[src/rtl/wb_cache_pkg.sv]
// wb_cache_pkg: shared FSM state encoding, access-direction constants and default widths
// for the write-back cache controller.
package wb_cache_pkg;
  localparam int DEF_ADDR_W = 16;
  localparam int DEF_DATA_W = 32;
  localparam int DEF_IDX_W  = 4;
  localparam logic RD = 1'b1;
  localparam logic WR = 1'b0;
  typedef enum logic [2:0] {S_IDLE, S_LOOKUP, S_WRITEBACK, S_FILL, S_DONE} state_t;
endpackage

[src/rtl/wb_cache_array.sv]
// wb_cache_array: direct-mapped tag/data/valid/dirty storage with combinational read,
// one write port, and valid/dirty cleared by reset (tags and data are not).
module wb_cache_array import wb_cache_pkg::*; #(
  parameter int DATA_W = DEF_DATA_W,
  parameter int IDX_W  = DEF_IDX_W,
  parameter int TAG_W  = DEF_ADDR_W - DEF_IDX_W
) (
  input  logic              clk,
  input  logic              rst,
  input  logic [IDX_W-1:0]  i_idx,
  input  logic              i_we,
  input  logic [TAG_W-1:0]  i_tag,
  input  logic [DATA_W-1:0] i_data,
  input  logic              i_dirty,
  output logic              o_valid,
  output logic              o_dirty,
  output logic [TAG_W-1:0]  o_tag,
  output logic [DATA_W-1:0] o_data
);
  localparam int LINES = 2 ** IDX_W;
  logic [LINES-1:0]  r_valid;
  logic [LINES-1:0]  r_dirty;
  logic [TAG_W-1:0]  r_tag  [LINES];
  logic [DATA_W-1:0] r_data [LINES];
  always_ff @(posedge clk) begin
    if (rst) begin
      r_valid <= '0;
      r_dirty <= '0;
    end else if (i_we) begin
      r_valid[i_idx] <= 1'b1;
      r_dirty[i_idx] <= i_dirty;
    end
  end
  always_ff @(posedge clk) begin
    if (i_we) begin
      r_tag[i_idx]  <= i_tag;
      r_data[i_idx] <= i_data;
    end
  end
  assign o_valid = r_valid[i_idx];
  assign o_dirty = r_dirty[i_idx];
  assign o_tag   = r_tag[i_idx];
  assign o_data  = r_data[i_idx];
endmodule

[src/rtl/wb_cache_ctrl.sv]
// wb_cache_ctrl: direct-mapped write-back cache responder (one word per line) between the
// load/store arbiter and memory. Optional hit/miss/write-back counters under WBC_STATS_EN.
module wb_cache_ctrl import wb_cache_pkg::*; #(
  parameter int ADDR_W = DEF_ADDR_W,
  parameter int DATA_W = DEF_DATA_W,
  parameter int IDX_W  = DEF_IDX_W
) (
  input  logic              clk,
  input  logic              rst,
  input  logic              enable,
  input  logic              rd_wrt_ca,
  input  logic [ADDR_W-1:0] addr,
  input  logic [DATA_W-1:0] wr_data,
  output logic [DATA_W-1:0] rd_data,
  output logic              idle,
  output logic              done,
  output logic              mem_req,
  output logic              mem_we,
  output logic [ADDR_W-1:0] mem_addr,
  output logic [DATA_W-1:0] mem_wdata,
  input  logic              mem_ack,
  input  logic [DATA_W-1:0] mem_rdata
`ifdef WBC_STATS_EN
  ,
  output logic [15:0]       hit_cnt,
  output logic [15:0]       miss_cnt,
  output logic [15:0]       wb_cnt
`endif
);
  localparam int TAG_W = ADDR_W - IDX_W;
  state_t r_state, w_next;
  logic r_rw, r_mem_req, r_mem_we;
  logic [ADDR_W-1:0] r_addr, r_mem_addr;
  logic [DATA_W-1:0] r_wdata, r_rd_data, r_mem_wdata;
  logic w_valid, w_dirty, w_hit, w_victim, w_lookup, w_ack, w_arr_we;
  logic [TAG_W-1:0] w_tag;
  logic [DATA_W-1:0] w_line;
  wb_cache_array #(.DATA_W(DATA_W), .IDX_W(IDX_W), .TAG_W(TAG_W)) u_array (
    .clk(clk), .rst(rst), .i_idx(r_addr[IDX_W-1:0]), .i_we(w_arr_we),
    .i_tag(r_addr[ADDR_W-1:IDX_W]),
    .i_data((r_state == S_FILL && r_rw == RD) ? mem_rdata : r_wdata),
    .i_dirty(r_rw == WR), .o_valid(w_valid), .o_dirty(w_dirty), .o_tag(w_tag), .o_data(w_line)
  );
  assign w_lookup = r_state == S_LOOKUP;
  assign w_hit    = w_valid && w_tag == r_addr[ADDR_W-1:IDX_W];
  assign w_victim = w_valid && w_dirty;
  // An ack only counts against a request that is actually outstanding.
  assign w_ack    = r_mem_req && mem_ack;
  assign w_arr_we = (w_lookup && w_hit && r_rw == WR) || (r_state == S_FILL && w_ack);
  always_comb begin
    w_next = r_state;
    case (r_state)
      S_IDLE:      w_next = enable ? S_LOOKUP : S_IDLE;
      S_LOOKUP:    w_next = w_hit ? S_DONE : (w_victim ? S_WRITEBACK : S_FILL);
      S_WRITEBACK: w_next = w_ack ? S_FILL : S_WRITEBACK;
      S_FILL:      w_next = w_ack ? S_DONE : S_FILL;
      default:     w_next = S_IDLE;
    endcase
  end
  always_ff @(posedge clk) r_state <= rst ? S_IDLE : w_next;
  always_ff @(posedge clk) begin
    if (rst) begin
      r_rw        <= RD;
      r_addr      <= '0;
      r_wdata     <= '0;
      r_rd_data   <= '0;
      r_mem_req   <= 1'b0;
      r_mem_we    <= 1'b0;
      r_mem_addr  <= '0;
      r_mem_wdata <= '0;
    end else begin
      if (r_state == S_IDLE && enable) begin
        r_rw    <= rd_wrt_ca;
        r_addr  <= addr;
        r_wdata <= wr_data;
      end
      if (w_lookup && w_hit && r_rw == RD) r_rd_data <= w_line;
      if (w_lookup && !w_hit) begin
        r_mem_req  <= 1'b1;
        r_mem_we   <= w_victim;
        r_mem_addr <= w_victim ? {w_tag, r_addr[IDX_W-1:0]} : r_addr;
        if (w_victim) r_mem_wdata <= w_line;
      end
      // After a write-back ack the request drops for a cycle before the fill is issued.
      if (r_state == S_FILL && !r_mem_req) begin
        r_mem_req  <= 1'b1;
        r_mem_we   <= 1'b0;
        r_mem_addr <= r_addr;
      end
      if ((r_state == S_WRITEBACK || r_state == S_FILL) && w_ack) r_mem_req <= 1'b0;
      if (r_state == S_FILL && w_ack && r_rw == RD) r_rd_data <= mem_rdata;
    end
  end
  assign rd_data   = r_rd_data;
  assign idle      = r_state == S_IDLE;
  assign done      = r_state == S_DONE;
  assign mem_req   = r_mem_req;
  assign mem_we    = r_mem_we;
  assign mem_addr  = r_mem_addr;
  assign mem_wdata = r_mem_wdata;
`ifdef WBC_STATS_EN
  logic [15:0] r_hit_cnt, r_miss_cnt, r_wb_cnt;
  always_ff @(posedge clk) begin
    if (rst) begin
      r_hit_cnt  <= '0;
      r_miss_cnt <= '0;
      r_wb_cnt   <= '0;
    end else begin
      if (w_lookup && w_hit && r_hit_cnt != 16'hFFFF) r_hit_cnt <= r_hit_cnt + 16'd1;
      if (w_lookup && !w_hit && r_miss_cnt != 16'hFFFF) r_miss_cnt <= r_miss_cnt + 16'd1;
      if (r_state == S_WRITEBACK && w_ack && r_wb_cnt != 16'hFFFF) r_wb_cnt <= r_wb_cnt + 16'd1;
    end
  end
  assign hit_cnt  = r_hit_cnt;
  assign miss_cnt = r_miss_cnt;
  assign wb_cnt   = r_wb_cnt;
`endif
endmodule
[config.mk]
export PLATFORM = sky130hd
export DESIGN_NAME = wb_cache_ctrl
export DESIGN_NICKNAME = d
export VERILOG_FILES = /design/src/rtl/wb_cache_pkg.sv /design/src/rtl/wb_cache_array.sv /design/src/rtl/wb_cache_ctrl.sv
export SDC_FILE = /design/constraint.sdc
export NUM_CORES = 1
export LEC_CHECK = 0
export ABC_AREA = 0
export ABC_CLOCK_PERIOD_IN_PS = 6600
export CAP_MARGIN = 20
export CORE_UTILIZATION = 60
export DETAILED_ROUTE_END_ITERATION = 10
export PLACE_DENSITY = 0.81
export SKIP_LAST_GASP = 1
export SLEW_MARGIN = 5
export SYNTH_ARGS = -nofsm -noshare
export SYNTH_HDL_FRONTEND = slang
export SYNTH_SLANG_ARGS = --single-unit
[constraint.sdc]
create_clock -name clk -period 6.6 [get_ports clk]
set_input_delay 0.99 -clock clk [delete_from_list [all_inputs] [get_ports clk]]
set_output_delay 0.99 -clock clk [all_outputs]
set_load 0.05 [all_outputs]
[Word-level counts from Yosys, hierarchy flattened]
Memories as Yosys holds them, arrays and structs flattened. A register that Yosys moved wholly into a read port is not among the register bits.
Index checks and enable logic that the tools add are counted.
Word-level totals
  register bits after elaboration: 166
  memory bits (writable): 704
  bits of input ports: 85
  output and inout port bits: 84
  memories: 2
Memories
  u_array.r_data: words 16, width 32, read ports 1, clocked after memory_dff 1, write ports 1, RTL line wb_cache_array.sv:24  | logic [DATA_W-1:0] r_data [LINES];
  u_array.r_tag: words 16, width 12, read ports 1, clocked after memory_dff 1, write ports 1, RTL line wb_cache_array.sv:23  | logic [TAG_W-1:0] r_tag [LINES];
Cells by class
  magnitude comparators: 2
  eq/ne operators: 5
  mux-type cells: 27
  bitwise operators: 2
  reductions and logical operators: 24
Operators with widths (count)
  2-to-1 mux 32 bit: 3
  2-to-1 mux 16 bit: 3
  bitwise mux 16 bit: 1
  2-to-1 mux 4 bit: 4
  OR 16 bit: 1
  logical AND 1 bit: 14
  equality test 12 bit: 1
  one-hot mux 3 bit (4 select lines): 1
  2-to-1 mux 1 bit: 10
  binary-select mux 1 bit (select 4 bit): 2
  equality test 3 x 2 -> 1 bit, second input constant: 2
  2-to-1 mux 3 bit: 2
  < comparator 4 x 5 -> 1 bit, second input constant: 1
  demux 1 bit (select 4 bit): 1
  greater-or-equal comparator 4 x 1 -> 1 bit, second input constant: 1
  nonzero test 2 bit: 2
  OR reduction 2 bit: 2
  equality test 3 x 1 -> 1 bit, second input constant: 1
  equality test 3 bit, second input constant: 1
  logical NOT 3 bit: 1
  logical NOT 1 bit: 2
  logical OR 1 bit: 2
  AND reduction 2 bit: 1
  inverter 1 bit: 1

[Logic depth before layout (Yosys ltp)]
Gate-level depths: netlist of the first run.
  word-level depth: 8
  mapped depth: 15

[Cells and area by module]
Synthesis of the first run repeated with hierarchy kept, for this count alone.
Unflattened totals
  cell total of the unflattened synthesis: 1970
  area total of the unflattened synthesis: 34052.7 um^2
Modules (own cells, without submodules)
  wb_cache_array: instances 1, cells an instance 1259, area an instance 27845.5 um^2, sequential area each 21780.9 um^2
  wb_cache_ctrl: instances 1, cells an instance 711, area an instance 6207.2 um^2, sequential area each 2682.6 um^2

[Least setup slack after synthesis of the first run]
Ideal clock, no wire load.
  kind: register -> register
  start: reg (tool-made name)
  end: mem u_array.r_data[2][0] (netlist bit) (enable)
  arrival time: 5.453 ns
  required time: 6.100 ns
  slack: 0.647 ns
  cell stages (with the launch flop): 13
  path buffers: 4
  period minus slack after synthesis: 5.953 ns
  cells stage by stage: dfxtp_1 buf_6 buf_6 mux2_1 mux4_2 xor2_1 o21ai_1 and2_1 and4b_1 buf_2 a21oi_4 buf_6 nor3_1
RTL lines (RTL line)
  to (decl): wb_cache_array.sv:24

==> reports/results.ini, run 1 <==
[outcome]
status=finished, final reports clean

[finish]
drive_above_1_share_pct=23.66
layout.nets=2328
final_common_cell=edfxtp_1
layout_common_cells=704 x edfxtp_1, 220 x nand2_1, 189 x mux4_2, 167 x clkdlybuf4s50_1, 165 x dfxtp_1
fin_area_sq_mm=0.04082
final_cells=3081
antennaDiodeCount=0
area_delta_synth_final_pct=15.23

[worst_setup_path]
worstPathMaxFanout=44
critical_path_required_ns=6.92
critPathLaunchType=flop
path_class=flop to flop
crit_path_end_kind=flop
rr_worst_depth=11
arrival_ns=5.58

[sta]
max_slew.worst_pin.slew_ns=1.063
fin_worst_skew_ns=0.02673
final.min_clock_period_ns=5.255
fin_tns_setup_ns=0
rsz0062_at_grt=no
slew_viol_final=0
setup_ws_ns=1.345
maxSlewHeadroom_pct=29.11
post-route-period-util_pct=79.62
hold_violations=0
final-setup-viol-count=0
max_clock_freq_mhz=190.3

[clocking]
cts_setup_buffers=0
clkLatencyLatePin_ns=0.64
hold_buffers=0
clockRootBuffer=clkbuf_16
tritoncts=yes
cts.clk_slew.worst_paths_ns=0.07
cts_buffer_depth=3
numCtsBuffers=86
htree_levels=3
cts_sinks=874
cts_resized=0

[grt]
grt_pass1_vias=21280
grt-ovfl-total=0
grt_pass1_wl_um=139600
grtUsageTotal_pct=32.18
antenna_found_initial=3
grt_max_degree=109

[flow_run]
max_cap_violations=0

[die]
start_util_pct=61.05
ios=169
die_h_um=245.0
die_width_um=245.0
coreArea_sq_mm=0.05803
die-area_sq_mm=0.06002
rows=88

[drt]
first_iter_violations=2665
routed_wl_um=94790
vias=21070
wl_per_cell_um=30.77
dr_wl_met3_um=9648
top_layer_used=met5
drc=0
final_antenna_net_count=0
dr.pass1.iters=5
wl_met1_um=34600
viasPerCell=6.839
wl_met2_um=46490

[hold_path]
whs_path_depth=2
hp-class=flop to flop
hold_start=u_array.r_valid[10]

[synthesis]
synth_area_sq_mm=0.03542
yosysWarningCount=0
avgSynthCellArea_sq_um=16.91
synth_cells=2095
synth_top_flop_cell=edfxtp_1
netlist-cell-type-count=66
synth_nets=2180
synth_edf_count=704
synth-seq-area-share_pct=69.29
ys_seq_elements=874
async_reset_ff_share_pct=0

[place]
routabilityCongestion=0.8384
dp_cells=2919
hpwl_um=50760
pre_cts_ws_ns=1.572
port_buffers=168
dpl_cell_area_sq_mm=0.03780

[power_and_ir_drop]
power_density_mw_per_mm2=302.9
p_leak_uw=0.01325
peakVddDrop_v=0.0001939

## stage by stage
stage	hold WS (ns)	utilization [%]	total power (uW)
global route	0.4694	70.35	12660
detailed placement	0.4402	65.14	7296
global placement	0.4280	65.14	7260
CTS	0.4552	70.30	12370
finish	0.4533	70.35	12370
floorplan	0.4196	-	6952
## where the power goes
group	internal (uW)	switching, uW	leakage (uW)
Clock	2980	2160	0.00145
Sequential	6060	133	0.00783
Combinational	418	611	0.00396
Total	9460	2910	0.0132
## metal layers
metal | GRT usage, % | up-vias
met5 | 0 | -
met1 | 42.78 | 10740
met3 | 6.210 | 276
met4 | 14.30 | 4
met2 | 52.11 | 1506
li1 | - | 8545
## final cells by class
type	count	area (sq um)
multi-input cells	1024	10060
repair buffers	208	2062
fillers	3382	17210
flip-flops and latches	874	24560
inverters	49	185.2
clock inverters	53	616.8
clock buffers	108	2379
well taps	765	957.2
## cells in the mapped netlist (all sizes together) (2+ instances only)
master	count	area [sq um]
xor2	10	87.58
nand2	221	829.6
o311ai	4	35.03
o211ai	34	255.2
edfxtp	704	21140
a21oi	103	526.8
or3	2	12.51
a21o	7	52.55
nand4	5	31.28
or2	4	25.03
xnor2	6	52.55
nor3	15	80.08
and4	5	43.79
nand2b	9	58.81
nand3	21	105.1
buf	60	447.9
nor3b	2	15.01
o221ai	4	47.55
o2bb2ai	2	17.52
nor2	42	160.2
a31oi	6	37.54
o31ai	10	75.07
nand4b	3	26.28
mux2i	83	830.8
inv	48	180.2
mux2	70	788.3
clkbuf	88	330.3
mux4	189	4257
a221oi	3	38.79
a211oi	52	570.6
a22oi	5	37.54
o22ai	8	50.05
o21ai	52	376.6
nor2b	14	87.58
a22o	3	26.28
a221o	16	160.2
dfxtp	170	3403
and2	4	25.02
## registers in the layout (all words and copies together), names as in the netlist, named ones only
signal and flops:
mem_we 1, mem_addr 16, u_array.r_tag 192, mem_req 1
r_rw 1, rd_data 32, u_array.r_valid 16, u_array.r_dirty 16
r_state 3, u_array.r_data 512, r_addr 16, r_wdata 32
mem_wdata 32
## worst max-delay path, stage by stage, from the launching register on
cell and delay [ns]:
dfxtp_4 0.89, buf_4 0.46, mux4_2 0.58, nor3b_1 0.33, a211oi_2 0.11, xnor2_1 0.29
and3_1 0.24, and4b_1 0.45, a21oi_4 0.09, buf_4 0.34, nor2_4 0.77, buf_12 0.29
## logic make-up (layout without fill, tap and decap cells)
logic type / Yosys count / in the layout / share of synthesized area (%)
muxes: 342 / 342 / 16.59
buffers and inverters: 197 / 418 / 2.716
DFF: 874 / 874 / 69.29
and+or+nand+nor: 353 / 353 / 4.387
xor gates and xnor gates: 16 / 16 / 0.3956
AOI/OAI and AO/OA: 313 / 313 / 6.630
## path summary, 6_finish.rpt
kind	end	slack, ns
min	u_array.r_valid[10]	0.45
min reg2reg	u_array.r_valid[10]	0.45
max	u_array.r_tag[11][5]	1.34
max reg2reg	u_array.r_tag[11][5]	1.34
Power figures use the tool's default switching activity.
==> inputs of run 2 (changes only) <==
ABC_CLOCK_PERIOD_IN_PS = 4700   (was 6600)
CORE_UTILIZATION = 54   (was 60)
PLACE_DENSITY = 0.77   (was 0.81)
clock period = 4.7 ns   (was 6.6 ns; I/O delays follow)
==> run 2 against run 1 <==
  * Core utilization is 6.5 points lower
  * Fmax is 26% higher
  * Design area is 1.1% higher
  * Non-clock buffer count is 28 higher
  * Total power is 40% higher
  * Combinational power is 47% higher
  * Register-to-register slack worse by 0.82 ns
  * Largest power group unchanged
  * Sequential share of layout area is 0.65 points lower
  * Critical endpoint is now u_array.r_data[13][27]
  * Routed wire length is 0.90% lower
  * Sequential power is 40% higher
==> reports/results.ini, run 2 (synthesis results as in run 1) <==
[outcome]
status=finished, final reports clean

[drt]
first_iter_violations=2966
drc=0
final_antenna_net_count=0
viasPerCell=6.519
dr.pass1.iters=5
wl_per_cell_um=29.31
routed_wl_um=93940
vias=20890

[worst_setup_path]
worstPathMaxFanout=53
crit_path_end_kind=flop
critical_path_required_ns=4.98
cpPeakStageDelay_ns=0.91
cpMaxStageDelayCell=dfxtp_4
critPathBufInv=2
critPathLaunchType=flop
path_class=flop to flop
arrival_ns=4.46
crit_chain=mux4_2, mux2i_1, mux2i_1, xor2_1, a211oi_2, and3_1, and4b_1, a21oi_4, buf_12, nor2_4, buf_4
critPathTopFamily=multiplexers
crit_top_cell=mux2i_1

[clocking]
cts_resized=0
numCtsBuffers=88
clkLatencyLatePin_ns=0.67
cts_setup_buffers=0
hold_buffers=0
cts_sinks=874
clockRootBuffer=clkbuf_16
htree_levels=3
cts.clk_slew.worst_paths_ns=0.06
cts_buffer_depth=3
tritoncts=yes

[grt]
grtUsageTotal_pct=28.46
grt-ovfl-total=0
grt_pass1_wl_um=138700
grt_max_degree=115
grt_pass1_vias=20990
antenna_found_initial=3

[sta]
post-route-period-util_pct=88.86
hold_slack_ns=0.4502
fin_tns_setup_ns=0
final-setup-viol-count=0
max_clock_freq_mhz=239.4
slew_viol_final=0
hold_violations=0
final.min_clock_period_ns=4.176
max_slew.worst_pin.slew_ns=1.194
rsz0062_at_grt=no
fin_worst_skew_ns=0.03831
maxSlewHeadroom_pct=20.41

[power_and_ir_drop]
peakVddDrop_v=0.0002939
p_leak_uw=0.01343
power_density_mw_per_mm2=420.9

[finish]
fillCellCount=4301
final_common_cell=edfxtp_1
layout_common_cells=704 x edfxtp_1, 220 x nand2_1, 189 x mux4_2, 167 x clkdlybuf4s50_1, 165 x dfxtp_1
largest_reg_flops=512
drive_above_1_share_pct=24.39
layout.nets=2358
regMostFlops=u_array.r_data
reg_top3=u_array.r_data: 512 flops, u_array.r_tag: 192 flops
area_delta_synth_final_pct=16.48

[die]
die-area_sq_mm=0.06663
start_util_pct=54.85
ios=169
die_h_um=258.1
rows=93
die_width_um=258.1
coreArea_sq_mm=0.06458

[hold_path]
hp-class=flop to flop

[place]
hpwl_um=55510
routabilityCongestion=0.8976
port_buffers=168

[flow_run]
max_cap_violations=0

run 2: cell count changes in the layout (fill, tap and decap cells not counted), sizes merged:
cell / previous run / this run
bufinv: 10 / 7
diode: 0 / 1
buf: 41 / 69
clkinv: 33 / 29
clkbuf: 108 / 117
clkinvlp: 8 / 6
inv: 51 / 56
run 2: worst paths after layout:
kind                                               end  cells after the start                start  slack, ns
worst max-delay path            u_array.r_data[13][27]                     11                 flop       0.52
worst max register to register  u_array.r_data[13][27]                     11                 flop       0.52
worst min register to register     u_array.r_valid[11]                      1  u_array.r_valid[11]       0.45
worst min-delay path               u_array.r_valid[11]                      1  u_array.r_valid[11]       0.45
run 2: metal layers:
metal	track usage, %	wire length [um]	share of wire, %
met4	8.679	2199	2.3
met5	0	14	0.015
met2	44.21	44550	47
met3	5.850	11070	12
met1	40.85	36100	38
run 2: cell type report:
class,count,area (sq um),share of cell area [%]
sequential,874,24560,59.52
multi-input combinational,1024,10060,24.39
clock buffer,117,2459,5.959
timing repair buffer,236,2402,5.822
tap,855,1070,2.593
clock inverter,49,520.5,1.261
inverter,49,185.2,0.4488
antenna,1,2.502,0.006065
run 2: per-stage QoR:
stage	util, %	worst slack (ns)	total power, uW	area, sq um	std cells
global route	63.89	0.3489	17810	41260	3204
floorplan	-	-0.06181	9763	35440	2095
detailed placement	59.28	0.6008	10320	38280	3038
global placement	59.26	0.6895	10270	38270	3037
CTS	63.89	0.5389	17410	41260	3204
finish	63.89	0.5235	17370	41260	3205
run 2: report_power, final:
| group | switching, uW | leakage (uW) | internal (uW) |
|---|---|---|---|
| registers | 168 | 0.00783 | 8510 |
| logic | 920 | 0.00415 | 595 |
| clock network | 3060 | 0.00146 | 4120 |
